File: src/rtl/matmul_sequencer_if.sv
// Operand-read / result-write bundle between matmul_sequencer (master) and the
// operand and result memories (slave).
interface matmul_sequencer_if #(
  parameter int DATA_W = 8,
  parameter int ACC_W  = 20
);
  logic              start;
  logic [3:0]        a_addr;
  logic [DATA_W-1:0] a_data;
  logic              b_sel;
  logic [3:0]        b_addr;
  logic [DATA_W-1:0] b_data;
  logic              res_we;
  logic [4:0]        res_addr;
  logic [ACC_W-1:0]  res_data;
  logic              busy;
  logic              done;

  modport master (
    input  start, a_data, b_data,
    output a_addr, b_sel, b_addr, res_we, res_addr, res_data, busy, done
  );

  modport slave (
    output start, a_data, b_data,
    input  a_addr, b_sel, b_addr, res_we, res_addr, res_data, busy, done
  );
endinterface

File: src/rtl/matmul_sequencer.sv
// Steps a shared 8x8 MAC through every dot product of A*B (and A*v first when
// MATVEC_EN is defined), writing one ACC_W-bit result per dot.
module matmul_sequencer #(
  parameter int DATA_W = 8,
  parameter int ACC_W  = 20
) (
  input  logic               clk,
  input  logic               reset,
  matmul_sequencer_if.master bus
);
`ifdef MATVEC_EN
  localparam int NDOTS = 20;
`else
  localparam int NDOTS = 16;
`endif
  localparam logic [6:0] LAST_TERM = 7'(NDOTS * 4 - 1);

  typedef enum logic [1:0] {IDLE, RUN, DRAIN} state_t;

  state_t              r_state, w_state_nxt;
  logic [6:0]          r_term, w_term_nxt;
  logic                w_issue;
  logic [3:0]          r_a_addr, r_b_addr;
  logic [4:0]          r_res_idx_p0, r_res_idx_p1;
  logic [1:0]          r_k_p1;
  logic                r_vld_p1, r_last_p1;
  logic [ACC_W-1:0]    r_acc, r_res_data;
  logic [4:0]          r_res_addr;
  logic                r_res_we, r_done;
  logic [2*DATA_W-1:0] w_prod;
  logic [ACC_W-1:0]    w_sum;

  // Linear term index -> {a_addr, b_addr, res_addr}; j is 4r+c of the A*B dot
  function automatic logic [12:0] term_map(input logic [6:0] term);
`ifdef MATVEC_EN
    logic [4:0] dot;
`endif
    logic [1:0] k;
    logic [3:0] j;
    k = term[1:0];
`ifdef MATVEC_EN
    dot = 5'(term >> 2);
    if (dot < 5'd4) return {dot[1:0], k, 2'b00, k, dot};
    j = 4'(dot - 5'd4);
`else
    j = 4'(term >> 2);
`endif
    return {j[3:2], k, k, j[1:0], 5'd4 + 5'(j)};
  endfunction

  always_comb begin
    w_state_nxt = r_state;
    w_term_nxt  = r_term;
    w_issue     = 1'b0;
    unique case (r_state)
      IDLE: if (bus.start) begin
        w_state_nxt = RUN;
        w_term_nxt  = '0;
        w_issue     = 1'b1;
      end
      RUN: if (r_term == LAST_TERM) begin
        w_state_nxt = DRAIN;
      end else begin
        w_term_nxt = r_term + 7'd1;
        w_issue    = 1'b1;
      end
      DRAIN: if (r_done) w_state_nxt = IDLE;
      default: w_state_nxt = IDLE;
    endcase
  end

  // Stage p0: operand read addresses
  always_ff @(posedge clk) begin
    if (reset) begin
      r_state      <= IDLE;
      r_term       <= '0;
      r_a_addr     <= '0;
      r_b_addr     <= '0;
      r_res_idx_p0 <= '0;
    end else begin
      r_state <= w_state_nxt;
      r_term  <= w_term_nxt;
      if (w_issue) {r_a_addr, r_b_addr, r_res_idx_p0} <= term_map(w_term_nxt);
    end
  end

`ifdef MATVEC_EN
  logic r_b_sel;
  always_ff @(posedge clk) begin
    if (reset)        r_b_sel <= 1'b0;
    else if (w_issue) r_b_sel <= (w_term_nxt >= 7'd16);
  end
  assign bus.b_sel = r_b_sel;
`else
  assign bus.b_sel = 1'b1;
`endif

  // Stage p1: term tags line up with the operand data returned by the memories
  always_ff @(posedge clk) begin
    if (reset) r_vld_p1 <= 1'b0;
    else       r_vld_p1 <= (r_state == RUN);
    r_k_p1       <= r_term[1:0];
    r_last_p1    <= (r_term == LAST_TERM);
    r_res_idx_p1 <= r_res_idx_p0;
  end

  assign w_prod = (2*DATA_W)'(bus.a_data) * (2*DATA_W)'(bus.b_data);
  assign w_sum  = ((r_k_p1 == 2'd0) ? '0 : r_acc) + ACC_W'(w_prod);

  // Stage p2: accumulate, register the finished dot for the result write
  always_ff @(posedge clk) begin
    if (reset) begin
      r_acc      <= '0;
      r_res_we   <= 1'b0;
      r_res_addr <= '0;
      r_res_data <= '0;
      r_done     <= 1'b0;
    end else begin
      r_res_we <= 1'b0;
      r_done   <= 1'b0;
      if (r_vld_p1) begin
        r_acc <= w_sum;
        if (r_k_p1 == 2'd3) begin
          r_res_we   <= 1'b1;
          r_res_data <= w_sum;
          r_res_addr <= r_res_idx_p1;
          r_done     <= r_last_p1;
        end
      end
    end
  end

  assign bus.a_addr   = r_a_addr;
  assign bus.b_addr   = r_b_addr;
  assign bus.res_we   = r_res_we;
  assign bus.res_addr = r_res_addr;
  assign bus.res_data = r_res_data;
  assign bus.busy     = (r_state != IDLE);
  assign bus.done     = r_done;
endmodule

File: src/flat_wrapper.sv
// flat-port wrapper written by rule: the top's interface ports become plain ports
module matmul_sequencer_flat 
#(
  parameter int DATA_W = 8,
  parameter int ACC_W  = 20
)
  (clk, reset, bus_start, bus_a_data, bus_b_data, bus_a_addr, bus_b_sel, bus_b_addr, bus_res_we, bus_res_addr, bus_res_data, bus_busy, bus_done);
  matmul_sequencer_if #(.DATA_W(DATA_W), .ACC_W(ACC_W)) bus_i ();
  input  logic clk;
  input  logic reset;
  input wire logic [$bits(bus_i.start)-1:0] bus_start;
  input wire logic [$bits(bus_i.a_data)-1:0] bus_a_data;
  input wire logic [$bits(bus_i.b_data)-1:0] bus_b_data;
  output wire logic [$bits(bus_i.a_addr)-1:0] bus_a_addr;
  output wire logic [$bits(bus_i.b_sel)-1:0] bus_b_sel;
  output wire logic [$bits(bus_i.b_addr)-1:0] bus_b_addr;
  output wire logic [$bits(bus_i.res_we)-1:0] bus_res_we;
  output wire logic [$bits(bus_i.res_addr)-1:0] bus_res_addr;
  output wire logic [$bits(bus_i.res_data)-1:0] bus_res_data;
  output wire logic [$bits(bus_i.busy)-1:0] bus_busy;
  output wire logic [$bits(bus_i.done)-1:0] bus_done;
  assign bus_i.start = bus_start;
  assign bus_i.a_data = bus_a_data;
  assign bus_i.b_data = bus_b_data;
  assign bus_a_addr = bus_i.a_addr;
  assign bus_b_sel = bus_i.b_sel;
  assign bus_b_addr = bus_i.b_addr;
  assign bus_res_we = bus_i.res_we;
  assign bus_res_addr = bus_i.res_addr;
  assign bus_res_data = bus_i.res_data;
  assign bus_busy = bus_i.busy;
  assign bus_done = bus_i.done;
  matmul_sequencer #(.DATA_W(DATA_W), .ACC_W(ACC_W)) u_core (.clk(clk), .reset(reset), .bus(bus_i));
endmodule
File: config.mk
export PLATFORM = sky130hd
export DESIGN_NAME = matmul_sequencer_flat
export DESIGN_NICKNAME = d
export VERILOG_FILES = /design/src/rtl/matmul_sequencer_if.sv /design/src/rtl/matmul_sequencer.sv /design/src/flat_wrapper.sv
export SDC_FILE = /design/constraint.sdc
export NUM_CORES = 1
export LEC_CHECK = 0
export CAP_MARGIN = 25
export CORE_ASPECT_RATIO = 0.8
export CORE_UTILIZATION = 50
export DETAILED_ROUTE_END_ITERATION = 6
export PLACE_DENSITY = 0.72
export SYNTH_ARGS = -nofsm -noshare
export SYNTH_HDL_FRONTEND = slang
export SYNTH_SLANG_ARGS = --single-unit
File: constraint.sdc
create_clock -name clk -period 6.1 [get_ports clk]
set_clock_uncertainty 0.05 [all_clocks]
set_input_delay 1.22 -clock clk [delete_from_list [all_inputs] [get_ports clk]]
set_output_delay 1.22 -clock clk [all_outputs]
set_load 0.005 [all_outputs]
==> summary.txt <==
Logic synthesis
  • Synth unique cells: 67
  • Post-synth top area share: 25.9%
  • Largest family of logic cells by synthesized area: adder cells
  • Mux share of post-synthesis cell area: 2.98%
  • Syn Std Cell Area: 5710 um^2
  • Post-synthesis compound-gate area fraction: 11.9%
  • Adder-Cell Fraction of Synth Area: between 20% and 30%
  • Simple-Gate Fraction of Synth Area: 21.2%
  • Syn Area/Cell: 8.58 um^2
  • Primary FF master, synth: dfxtp_1
  • Post-synth top area cell: dfxtp_1
  • Largest cells by area after synthesis: dfxtp_1, fa_1, ha_1
  • Post-synth EDFFs: 0
  • Most common cell in the netlist: inv_1
  • Post-Syn Instances: 666
  • Most frequent cells after synthesis: inv_1, nand2_1, dfxtp_1, fa_1, and2_1
  • Syn. warnings: 0
  • Mapped Nets: 778
  • XOR/XNOR Fraction of Synth Area: 1.84%
  • Sequential share of the synthesized area: about 26%
  • Async SR Flop Fraction: 0%
  • Yosys reg bits: 74

Clocking
  • CTS tree: yes
  • Worst-skew pair later-pin latency: 0.33 ns
  • Postcts setup bufs: 0
  • Num CTS Buffers: 9
  • Clk sink count: 74
  • H-tree depth: 3
  • Post-CTS sizing: 0
  • Root Driver: clkbuf_16
  • CTS clk-pin slew, worst paths: 0.06 ns
  • Hold-fix buffers, CTS: 0
  • CTS max path bufs: 2

Worst setup path
  • Critical Path Start Type: input port
  • CP max FO: 8
  • Worst reg-to-reg path cell count: 16
  • CP Data Arrival Time: between 5 and 6 ns
  • Worst Path Required: 6.28 ns
  • CP max stage cell: clkdlybuf4s50_1
  • Worst R2R End: u_core.r_acc[12]
  • Crit. End Element: flip-flop
  • Setup CP Type: input port to flip-flop
  • Worst stage delay on the critical path: 0.58 ns
  • Reg2reg setup slack: 1.21 ns
  • Worst-path cell chain: clkdlybuf4s50_1, and2_1, fa_1, inv_1, fa_1, inv_1, fa_1, inv_1, fa_1, inv_1, ha_1, nand4_2, a21oi_2, o31ai_2, or4b_1, o311ai_1
  • Critical R2R Launch: u_core.r_k_p1[0]

Min path
  • Worst Min Path Start: u_core.r_res_idx_p0[4]
  • Worst hold path type: flip-flop to flip-flop
  • WHS Path Cells: 0
  • Hold path endpoint: u_core.r_res_idx_p1[4]

STA
  • Final slew viol count: 0
  • Min Clock Period, post-route: 5.67 ns
  • Worst hold margin: 0.302 ns
  • RSZ-0062 raised after global routing: false
  • Period utilisation layout: 92.9%
  • TNS Setup: 0 ns
  • Setup violators final: 0
  • Achievable frequency: between 0.15 and 0.2 GHz
  • Slew @ Worst Pin: 1.03 ns
  • Slew Limit Headroom: 31.4%
  • Final Hold Viols: 0

Power and ir drop
  • Maximum vdd ir drop: 0.168 mV
  • Total power: roughly 0.0019 W
  • P_leak: 2.97 nW
  • PD cells: 280 nW/um^2

Global routing
  • GR Util met2: 36.2%
  • Gr ovfl total: 0
  • Met1 Track Usage GR: 30.4%
  • All-Layer GR Usage: between 20% and 30%
  • First-pass GRT wire length: 20,800 um
  • Antenna violations before repair: 0
  • GRT busiest layer: met2
  • Vias in the first global route: 4,433
  • Largest net degree at the start of global routing: 73
  • Met3 Usage GRT: 3.87%

Floorplan
  • Num rows: 34
  • # IOs: 56
  • Height of the die: ~98 um
  • Die area: about 12,000 um^2
  • Initial Utilization: 52.1%
  • Core footprint: 11,000 um^2
  • DIE WIDTH: 122 um

Run status
  • Status: finished, final reports clean

Final layout
  • Fill count: 957
  • Layout cell share with drive strength beyond 1: 5.68%
  • Fin nets: 812
  • Layout area overhead: 15.6%
  • Storage element area: 1480 um^2
  • Fin util: 60.2%
  • N_diodes: 0
  • Multi-input logic area: 3710 um^2

Placement
  • Half-perimeter wire length after placement: around 9400 um
  • # port buffers: 54
  • GP Congestion: roughly 0.86

Detailed routing
  • Drt drc: 0
  • Initial DRT Pass Iterations: 5
  • Vias per cell: 5.35
  • Final ANT Viol Nets: 0
  • Post-Route WL: 12,000 um
  • Iteration-0 DRC Markers: between 300 and 400
  • Routed WL per cell: roughly 14 um
  • Routed vias: 4,541

Run
  • Max-cap violations: 0
[cell type report]
| cell class | count | share of cell area, % |
|---|---|---|
| Inverter | 93 | 5.32 |
| Tap cell | 144 | 2.73 |
| Timing Repair Buffer | 58 | 8.87 |
| Clock inverter | 5 | 0.833 |
| Clock buffer | 10 | 3.62 |
| Sequential cell | 74 | 22.4 |
| Multi-Input combinational cell | 464 | 56.2 |
[cells in the final DEF, fill, tap and decap left out, types with 6 or more instances in the layout]
master,n
a21o_1,9
a21oi_1,41
and2_1,49
clkbuf_16,9
clkdlybuf4s50_1,53
dfxtp_1,74
fa_1,50
ha_1,43
inv_1,92
mux2i_1,17
nand2_1,87
nand2b_1,10
nand3_1,12
nand4_1,6
nor2_1,40
o21ai_0,8
xnor2_1,6
xor2_1,6
[metal layers]
metal,part of all wire [%],routed length [um]
met3,3.4,405
met5,0,0
met1,48,5780
met2,47,5680
met4,0.81,97
[metrics by stage]
| stage | setup WS (ns) | instance area, um^2 | std cells |
|---|---|---|---|
| final | 0.432 | 6610 | 848 |
| after global routing | 0.154 | 6610 | 848 |
| after CTS | 0.422 | 6580 | 847 |
| after detailed placement | 0.0921 | 6280 | 832 |
| after global placement | 0.122 | 6280 | 832 |
| after floorplan | 0.882 | 5710 | 666 |
[power by group]
part	switching, W	internal (W)
Clock	0.000195	0.000324
Combinational	0.000498	0.000313
Sequential	0.0000140	0.000507
[sequential cells by signal, summed over array words and instances, names as in the netlist]
register             flops
u_core.bus.res_data     20
u_core.r_acc            20
u_core.r_term            7
u_core.bus.res_addr      5
u_core.r_res_idx_p0      5
u_core.r_res_idx_p1      5
u_core.bus.a_addr        3
u_core.r_k_p1            2
u_core.r_state           2
u_core.bus.b_addr        1
u_core.bus.done          1
u_core.bus.res_we        1
u_core.r_last_p1         1
u_core.r_vld_p1          1
[cells by family after synthesis]
logic type	Yosys count
flops	74
other cells	1
xor+xnor	12
mux	17
buf+inv	128
compound gates	102
simple gates	239
fa+ha+maj	93
[worst max-delay path: cells and delay by family]
kind                       cells  cell delay [ns]
AOI/OAI and AO/OA              3             0.45
and+or+nand+nor                3             0.94
adders and majority gates      5             2.44
buffers and inverters          5             0.79
[worst max-delay path by stage]
| stage | endpoint | startpoint | depth (start not counted) |
|---|---|---|---|
| after CTS | u_core.bus.res_data[16] | bus_a_data[3] | 16 |
| after global routing | u_core.bus.res_data[16] | bus_a_data[3] | 16 |
| after floorplan | u_core.r_acc[16] | bus_b_data[1] | 16 |
| after detailed placement | u_core.bus.res_data[16] | bus_a_data[3] | 16 |
| final | u_core.r_acc[12] | bus_a_data[3] | 16 |
| after global placement | u_core.bus.res_data[16] | bus_a_data[3] | 16 |
(Power assumes the default switching activity.)
